## config.mk

```make
export PLATFORM = sky130hd
export DESIGN_NAME = bc_control_sequencer
export DESIGN_NICKNAME = d
export VERILOG_FILES = /design/src/rtl/bc_pkg.sv /design/src/rtl/bc_seq_counter.sv /design/src/rtl/bc_control_sequencer.sv
export SDC_FILE = /design/constraint.sdc
export NUM_CORES = 1
export LEC_CHECK = 0
export CORE_MARGIN = 4
export CORE_UTILIZATION = 39
export DETAILED_ROUTE_END_ITERATION = 6
export PLACE_DENSITY = 0.79
export SYNTH_ARGS = -nofsm -noshare
export SYNTH_HDL_FRONTEND = slang
export SYNTH_HIERARCHICAL = 1
export SYNTH_SLANG_ARGS = --single-unit
```

## constraint.sdc

```tcl
create_clock -name clk -period 2.89 [get_ports clk]
set_input_delay 0.4335 -clock clk [delete_from_list [all_inputs] [get_ports clk]]
set_output_delay 0.4335 -clock clk [all_outputs]
set_load 0.02 [all_outputs]
```

## src/rtl/bc_pkg.sv

```systemverilog
// Shared encodings for the basic-computer control sequencer: bus sources,
// ALU operations, memory-reference opcodes and sequence-counter sizing.
package bc_pkg;

  localparam int SC_W  = 4;
  localparam int T_MAX = (1 << SC_W) - 1;

  // Common bus source select codes (6 is unused).
  typedef enum logic [2:0] {
    BUS_NONE = 3'd0,
    BUS_AR   = 3'd1,
    BUS_PC   = 3'd2,
    BUS_DR   = 3'd3,
    BUS_AC   = 3'd4,
    BUS_IR   = 3'd5,
    BUS_MEM  = 3'd7
  } bus_sel_t;

  // ALU function codes driven alongside ld_ac.
  typedef enum logic [2:0] {
    ALU_DR  = 3'd0,
    ALU_AND = 3'd1,
    ALU_ADD = 3'd2,
    ALU_CMA = 3'd3,
    ALU_CIR = 3'd4,
    ALU_CIL = 3'd5,
    ALU_INC = 3'd6
  } alu_op_t;

  // IR[14:12] opcode names; OP_IO (D7) covers register-reference and I/O.
  typedef enum logic [2:0] {
    OP_AND = 3'd0,
    OP_ADD = 3'd1,
    OP_LDA = 3'd2,
    OP_STA = 3'd3,
    OP_BUN = 3'd4,
    OP_BSA = 3'd5,
    OP_ISZ = 3'd6,
    OP_IO  = 3'd7
  } opcode_t;

  // Start/stop flip-flop S.
  typedef enum logic {
    S_HALT = 1'b0,
    S_RUN  = 1'b1
  } run_state_t;

  // Isolate the lowest set bit so register-reference decode sees one-hot bits.
  function automatic logic [11:0] lowest_set(input logic [11:0] v);
    return v & (~v + 12'd1);
  endfunction

endpackage

```

## src/rtl/bc_seq_counter.sv

```systemverilog
// Sequence counter SC with clear/increment/hold and a one-hot T0..Tn decode.
module bc_seq_counter #(
  parameter int SC_W = 4
) (
  input  logic                   clk,
  input  logic                   rst,
  input  logic                   clr,
  input  logic                   inc,
  output logic [SC_W-1:0]        sc,
  output logic [(1<<SC_W)-1:0]   timing
);

  logic [SC_W-1:0] sc_reg;
  logic [SC_W-1:0] sc_next;

  // Clear has priority over increment; otherwise the count holds.
  always_comb begin
    sc_next = sc_reg;
    if (clr) begin
      sc_next = '0;
    end else if (inc) begin
      sc_next = sc_reg + SC_W'(1);
    end
  end

  // Counter register, returns to T0 immediately on reset.
  always_ff @(posedge clk or posedge rst) begin
    if (rst) begin
      sc_reg <= '0;
    end else begin
      sc_reg <= sc_next;
    end
  end

  assign sc = sc_reg;

  genvar gi;
  generate
    for (gi = 0; gi < (1 << SC_W); gi++) begin : g_timing
      assign timing[gi] = (sc_reg == SC_W'(gi));
    end
  endgenerate

endmodule

```

## src/rtl/bc_control_sequencer.sv

```systemverilog
// Timing/control unit of the basic computer: S flip-flop, opcode decode and the
// per-T-state strobe generation for the fetch/indirect/execute phases.
module bc_control_sequencer #(
  parameter int AW   = 12,
  parameter int SC_W = bc_pkg::SC_W
) (
  input  logic                 clk,
  input  logic                 rst,
  input  logic                 start,
  input  logic [15:0]          ir,
  input  logic                 ac_msb,
  input  logic                 ac_zero,
  input  logic                 e_flag,
  input  logic                 dr_zero,
  output logic [2:0]           bus_sel,
  output logic                 ld_ar,
  output logic                 ld_pc,
  output logic                 ld_dr,
  output logic                 ld_ac,
  output logic                 ld_ir,
  output logic                 inc_ar,
  output logic                 inc_pc,
  output logic                 inc_dr,
  output logic                 clr_ac,
  output logic                 clr_e,
  output logic                 cmp_e,
  output logic [2:0]           alu_op,
  output logic                 mem_wr,
  output logic [(1<<SC_W)-1:0] timing,
  output logic                 running
);
  import bc_pkg::*;

  localparam int T_LAST = (1 << SC_W) - 1;

  run_state_t      s_reg, s_next;
  logic            i_reg, i_next;
  logic [SC_W-1:0] sc;
  logic            sc_clr;
  logic            halt_req;
  logic [7:0]      d;
  logic [AW-1:0]   addr_bits;
  logic [11:0]     rr_sel;

  bc_seq_counter #(.SC_W(SC_W)) u_sc (
    .clk    (clk),
    .rst    (rst),
    .clr    (sc_clr),
    .inc    (running),
    .sc     (sc),
    .timing (timing)
  );

  assign running   = (s_reg == S_RUN);
  assign addr_bits = ir[AW-1:0];
  assign rr_sel    = lowest_set(addr_bits[11:0]);

  genvar gi;
  generate
    for (gi = 0; gi < 8; gi++) begin : g_dec
      assign d[gi] = (ir[14:12] == 3'(gi));
    end
  endgenerate

  // S flip-flop and the indirect bit captured at T2.
  always_ff @(posedge clk or posedge rst) begin
    if (rst) begin
      s_reg <= S_HALT;
      i_reg <= 1'b0;
    end else begin
      s_reg <= s_next;
      i_reg <= i_next;
    end
  end

  // Run/halt transitions: HLT leaves S, start only acts while halted.
  always_comb begin
    s_next = s_reg;
    i_next = i_reg;
    if (s_reg == S_RUN) begin
      if (halt_req) begin
        s_next = S_HALT;
      end
      if (sc == SC_W'(2)) begin
        i_next = ir[15];
      end
    end else if (start) begin
      s_next = S_RUN;
    end
  end

  // Strobes for the current T-state; everything idle while halted.
  always_comb begin
    bus_sel  = BUS_NONE;
    ld_ar    = 1'b0;
    ld_pc    = 1'b0;
    ld_dr    = 1'b0;
    ld_ac    = 1'b0;
    ld_ir    = 1'b0;
    inc_ar   = 1'b0;
    inc_pc   = 1'b0;
    inc_dr   = 1'b0;
    clr_ac   = 1'b0;
    clr_e    = 1'b0;
    cmp_e    = 1'b0;
    alu_op   = ALU_DR;
    mem_wr   = 1'b0;
    sc_clr   = 1'b0;
    halt_req = 1'b0;
    if (s_reg != S_RUN) begin
      sc_clr = 1'b1;
    end else if (sc == SC_W'(T_LAST)) begin
      // Runaway sequence: recover to T0 without touching the datapath.
      sc_clr = 1'b1;
    end else begin
      case (int'(sc))
        0: begin
          bus_sel = BUS_PC;
          ld_ar   = 1'b1;
        end
        1: begin
          bus_sel = BUS_MEM;
          ld_ir   = 1'b1;
          inc_pc  = 1'b1;
        end
        2: begin
          bus_sel = BUS_IR;
          ld_ar   = 1'b1;
        end
        3: begin
          if (d[OP_IO]) begin
            sc_clr = 1'b1;
            if (!i_reg) begin
              if (rr_sel[11]) clr_ac = 1'b1;
              if (rr_sel[10]) clr_e  = 1'b1;
              if (rr_sel[9]) begin ld_ac = 1'b1; alu_op = ALU_CMA; end
              if (rr_sel[8]) cmp_e = 1'b1;
              if (rr_sel[7]) begin ld_ac = 1'b1; alu_op = ALU_CIR; end
              if (rr_sel[6]) begin ld_ac = 1'b1; alu_op = ALU_CIL; end
              if (rr_sel[5]) begin ld_ac = 1'b1; alu_op = ALU_INC; end
              if (rr_sel[4] && !ac_msb)  inc_pc = 1'b1;
              if (rr_sel[3] && ac_msb)   inc_pc = 1'b1;
              if (rr_sel[2] && ac_zero)  inc_pc = 1'b1;
              if (rr_sel[1] && !e_flag)  inc_pc = 1'b1;
              if (rr_sel[0]) halt_req = 1'b1;
            end
          end else if (i_reg) begin
            bus_sel = BUS_MEM;
            ld_ar   = 1'b1;
          end
        end
        4: begin
          if (d[OP_AND] || d[OP_ADD] || d[OP_LDA] || d[OP_ISZ]) begin
            bus_sel = BUS_MEM;
            ld_dr   = 1'b1;
          end else if (d[OP_STA]) begin
            bus_sel = BUS_AC;
            mem_wr  = 1'b1;
            sc_clr  = 1'b1;
          end else if (d[OP_BUN]) begin
            bus_sel = BUS_AR;
            ld_pc   = 1'b1;
            sc_clr  = 1'b1;
          end else if (d[OP_BSA]) begin
            bus_sel = BUS_PC;
            mem_wr  = 1'b1;
            inc_ar  = 1'b1;
          end
        end
        5: begin
          if (d[OP_AND] || d[OP_ADD] || d[OP_LDA]) begin
            ld_ac  = 1'b1;
            alu_op = d[OP_AND] ? ALU_AND : (d[OP_ADD] ? ALU_ADD : ALU_DR);
            sc_clr = 1'b1;
          end else if (d[OP_BSA]) begin
            bus_sel = BUS_AR;
            ld_pc   = 1'b1;
            sc_clr  = 1'b1;
          end else if (d[OP_ISZ]) begin
            inc_dr = 1'b1;
          end
        end
        6: begin
          if (d[OP_ISZ]) begin
            bus_sel = BUS_DR;
            mem_wr  = 1'b1;
            inc_pc  = dr_zero;
            sc_clr  = 1'b1;
          end
        end
        default: ;
      endcase
    end
  end

endmodule
```

Word-level counts from Yosys, hierarchy flattened
Cells that the tools add are included.

storage, ports and cells
  bits in registers = 6
  output and inout port bits = 35

operators by class
  add/subtract/negate cells = 2
  equality and inequality tests = 22
  mux-type cells = 117
  bitwise gates (word level) = 2
  reduce and logical (&&, ||, !) cells = 14

operators by type and width
  kind                                                                   number
  1-bit two-way mux                                                      87
  3-bit two-way mux                                                      13
  4-bit equality test, second input constant                             8
  3-bit one-hot mux with 7 select lines                                  1
  4-bit by 3-bit equality test with 1-bit output, second input constant  4
  2-bit two-way mux                                                      7
  12-bit by 1-bit adder with 12-bit output, second input constant        1
  12-bit bitwise AND                                                     1
  3-bit equality test, second input constant                             4
  12-bit NOT                                                             1
  4-bit by 2-bit equality test with 1-bit output, second input constant  2
  4-bit two-way mux                                                      2
  1-bit one-hot mux with 2 select lines                                  4
  3-bit by 2-bit equality test with 1-bit output, second input constant  2
  3-bit one-hot mux with 2 select lines                                  1
  4-bit by 1-bit adder with 4-bit output, second input constant          1
  4-bit by 1-bit equality test with 1-bit output, second input constant  1
  1-bit logical AND                                                      4
  4-bit zero test                                                        1
  1-bit one-hot mux with 4 select lines                                  1
  3-bit by 1-bit equality test with 1-bit output, second input constant  1
  3-bit zero test                                                        1
  1-bit logical OR                                                       3
  1-bit one-hot mux with 3 select lines                                  1
  4 further kinds                                                        5

Depth between registers and ports, before layout
  depth after elaboration = 13
  mapped depth = 7
  gate-level depth less buffers = 6

Cells and area by module
Netlist, hierarchy kept.

by module, submodules not included
  module                times used  cells an instance  area an instance (um^2)
  bc_control_sequencer  1           100                679.4
  bc_seq_counter        1           44                 377.9

Least setup slack after synthesis
Ideal clock, no wire load.

  kind = register -> output
  start point = reg u_sc.sc_reg[0] (netlist: u_sc/sc[0])
  end point = out ld_dr
  arrival time = 2.241 ns
  data required time = 2.457 ns
  setup slack = 0.216 ns
  cell stages (with the launch flop) = 4
  path buffers = 1
  cell sequence = dfrtp_1 or4b_1 clkbuf_1 a2111oi_0

on the way
  longest elaborated chain between the ends = 4

ends and longest elaborated chain
  what                                            RTL line                     RTL
  from (decl)                                     bc_seq_counter.sv:13         logic [SC_W-1:0] sc_reg;
  from (signal assigned)                          bc_seq_counter.sv:31         sc_reg <= sc_next;
  4-bit by 3-bit equality test with 1-bit output  bc_control_sequencer.sv:116  case (int'(sc))
  1-bit two-way mux                               bc_control_sequencer.sv:116
  1-bit two-way mux *                             bc_control_sequencer.sv:112  end else if (sc == SC_W'(T_LAST)) begin
  1-bit two-way mux *                             bc_control_sequencer.sv:110  if (s_reg != S_RUN) begin
  to (decl)                                       bc_control_sequencer.sv:18   output logic ld_dr,

Every way passes the cells marked *; elsewhere a longest branch is shown, timed or not.

Worst setup path after layout
  start point = in ir[14]
  end point = out alu_op[0]

on the way
  longest elaborated chain between the ends = 7

ends and longest elaborated chain
  what                                                                               RTL line                     RTL
  from (decl)                                                                        bc_control_sequencer.sv:10   input logic [15:0] ir,
  3-bit by 1-bit equality test with 1-bit output or 3-bit zero test (tied branches)  bc_control_sequencer.sv:61   assign d[gi] = (ir[14:12] == 3'(gi));
  1-bit logical OR (2 in series)                                                     bc_control_sequencer.sv:171  if (d[OP_AND] || d[OP_ADD] || d[OP_LDA]) begin
  2-bit two-way mux                                                                  bc_control_sequencer.sv:171
  3-bit one-hot mux with 2 select lines *                                            bc_control_sequencer.sv:116
  3-bit two-way mux *                                                                bc_control_sequencer.sv:112
  3-bit two-way mux *                                                                bc_control_sequencer.sv:110
  to (decl)                                                                          bc_control_sequencer.sv:27   output logic [2:0] alu_op,

Marked as above.

==> key figures <==
Timing
  • Fin crit share: 94.58%
  • Slew headroom: 64.62%
  • Final Max Tran Viols: 0
  • Final Skew: 0.0001797 ns
  • Setup TNS: 0 ns
  • Final Hold Fails: 0
  • Least-Margin Pin Slew: 0.5307 ns
  • RSZ-0062 raised after global routing: false
  • Final Critical Period: 2.733 ns
  • Fmax: 0.3659 GHz
  • Setup-failing EPs final: 0

Synth
  • Synth Register Bits: 6
  • Mapped Cells: 144
  • Post-synthesis sequential area ratio: 14.20%
  • Largest family of logic cells by synthesized area: simple AND/OR/NAND/NOR gates
  • Prevailing post-synth register cell: dfrtp_1
  • Synthesis warning total: 6
  • Ys async rst share: 100.0%
  • Post-synthesis simple-gate area fraction: 46.27%
  • Synthesized Nets: 171
  • Mux contribution to synthesized area: 4.379%
  • Syn_area_per_cell: 7.342 sq um
  • Yosys cell types: 57
  • Synth Area in Compound Gates: 22.25%
  • Post-synthesis adder-cell area fraction: 4.734%
  • EDFF count, synth: 0
  • Post-Syn Area: 1057 sq um
  • Post-synthesis xor/xnor area fraction: 0.8284%

Global route
  • First-pass GRT wire length: 6120 microns
  • Overall routing resource usage: 21.94%
  • Largest net degree at the start of global routing: 21
  • Vias in the first global route: 1345
  • Initial antenna violation count: 0
  • Remaining Overflow, GRT: 0

Worst setup path
  • Worst Path Class, Setup: input port to output pin
  • Crit path cell chain: clkdlybuf4s50_1 > buf_4 > or4_1 > o32ai_1 > dlygate4sd2_1
  • Endpoint class of the critical path: output pin
  • CP peak stage delay: 0.59 ns
  • Crit path max fanout: 4
  • Worst path slowest cell: or4_1
  • Worst EP arrival: 2.30 ns
  • Setup crit start kind: input port
  • WP data required: 2.46 ns

Cells and area
  • Post-Route Utilization: 71.88%
  • Fillers: 215
  • Final net count: 244
  • Sequential cell area: 150.1 sq um
  • Antenna cells: 0
  • Non-Filler Instances: 245
  • Fraction of layout cells with a size suffix above 1: 14.42%
  • Syn-to-layout area delta: 71.48%
  • Max FFs per register: 4
  • Multi-input gate area: 834.6 sq um

Drt
  • Drt wl/cell: 15.57 microns
  • Iteration-0 DRC Markers: 52
  • Number of vias per cell: 5.604
  • Routed WL: 3814 microns
  • TritonRoute pass-1 iters: 4
  • Vias: 1373
  • DRC viols: 0
  • Post-route ant nets: 0

CTS
  • H-tree Lvls: 1
  • CTS root buf: clkbuf_4
  • Reg clk slew, reported paths: 0.04 ns
  • Clock Sink Count: 6
  • Worst-Skew Late Latency: 0.25 ns
  • CTS tree: yes
  • Clock tree buffer depth: 2
  • Total clock buffers created by CTS: 3
  • Hold Buf Count CTS: 0

Power
  • Switching part of the total: 48.28%
  • Clock power frac: 6.3%
  • Logic pwr share: 81.9%
  • PwrDens: 689.8 nW/um^2
  • Maximum VDD drop: 0.5691 mV
  • Pint: 646.9 uW
  • Sequential power share: 11.8%
  • Leakage: 0.9539 nW
  • Net Switching: 603.7 uW

Floorplan
  • Die ar.: 3608 sq um
  • Die X: 60.07 microns
  • Num ports: 58
  • Initial Util: 41.91%
  • Std cell rows: 18
  • Die height: 60.07 microns
  • Core Region: 2522 sq um

Run status
  • Status: finished clean

Placement
  • Placer Congestion: 0.8194
  • IO Port Bufs: 57
  • Placed Instances: 241
  • DPL Wire Length: 3134 microns

Worst hold path
  • Hold Path Class: input port to async pin

Run
  • Number of max-cap violations: 0
cells by family after synthesis:
logic type | Yosys count
adders and majority gates | 4
buffers and inverters | 20
muxes | 4
DFF | 6
xor gates and xnor gates | 1
AOI/OAI and AO/OA | 34
and+or+nand+nor | 75
through the flow:
step,total power [mW],worst slack [ns],area (sq um),hold WS (ns)
4_1_cts,1.254,0.006507,1789,0.3629
3_3_place_gp,1.147,-0.02310,1772,0.5882
5_1_grt,1.346,0.007187,1813,0.3725
6_report,1.251,0.1568,1813,0.3607
3_5_place_dp,1.173,-0.1307,1772,0.5939
2_1_floorplan,0.7482,0.2156,1057,0.1747
layout make-up:
class	count	area share, %
multi-input cells	118	46.03
repair buffers	77	40.10
flip-flops and latches	6	8.282
inverters	11	2.277
well taps	30	2.070
clock buffers	3	1.242
cells in the final DEF, fill, tap and decap left out, types with 5 or more instances in the layout:
cell type	synthesis	layout
a21oi_1	8	8
dlymetal6s2s_1	0	6
clkdlybuf4s50_1	0	44
nand2_1	7	7
inv_1	10	10
dfrtp_1	6	6
nor3b_1	5	5
nor2_1	13	13
dlygate4sd2_1	0	7
buf_4	0	20
and2_1	10	10
and3_1	5	5
nor2b_1	7	7
critical path: cells and delay by family:
kind,cells,cell delay (ns)
AOI/OAI and AO/OA,1,0.32
and+or+nand+nor,1,0.59
buffers and inverters,3,0.95
synth_stat cells, types with 3 or more instances:
| cell type | number | area (sq um) |
|---|---|---|
| nand2_1 | 7 | 26.28 |
| nand2b_1 | 3 | 18.77 |
| o21ai_1 | 3 | 15.01 |
| clkbuf_1 | 6 | 22.52 |
| ha_1 | 4 | 50.05 |
| and2_1 | 10 | 62.56 |
| nor4_1 | 3 | 18.77 |
| and3_1 | 5 | 31.28 |
| nor2b_1 | 7 | 43.79 |
| nor3b_1 | 5 | 37.54 |
| o22ai_1 | 3 | 18.77 |
| nor2_1 | 13 | 48.80 |
| inv_1 | 10 | 37.54 |
| dfrtp_1 | 6 | 150.1 |
| nor3_1 | 3 | 15.01 |
| a21oi_1 | 8 | 40.04 |
final timing paths:
path                       startpoint         end  slack, ns  depth (start not counted)
max                            ir[14]   alu_op[0]       0.16                          5
min                               rst     running       0.36                          2
max reg2reg                u_sc/sc[0]  u_sc/sc[3]       0.73                          6
min reg2reg                     i_reg       i_reg       0.60                          1
max in group asynchronous         rst  u_sc/sc[1]       2.34                          2
min in group clk                i_reg       i_reg       0.60                          1
power groups by stage:
stage | logic [mW] | registers (mW) | clock network, mW
after floorplan | 0.577 | 0.171 | 0
after global placement | 1.00 | 0.145 | 0
after detailed placement | 1.03 | 0.147 | 0
after CTS | 1.03 | 0.147 | 0.0796
after global routing | 1.11 | 0.153 | 0.0832
final | 1.02 | 0.148 | 0.0783
routing by layer:
metal,global-route usage [%],vias to the layer above,share of wire [%]
met4,7.278,0,1.3
met2,38.89,38,54
met5,0,-,0
met3,1.944,9,4.2
met1,27.50,659,41
li1,-,667,-
what timing repair did:
item	4_1_cts	5_1_grt
setup buffers	0	1
resized for setup	8	7
endpoints found under the hold margin	0	0
endpoints found under the setup margin	9	6
Note: power is estimated with default switching activity, not from simulation.
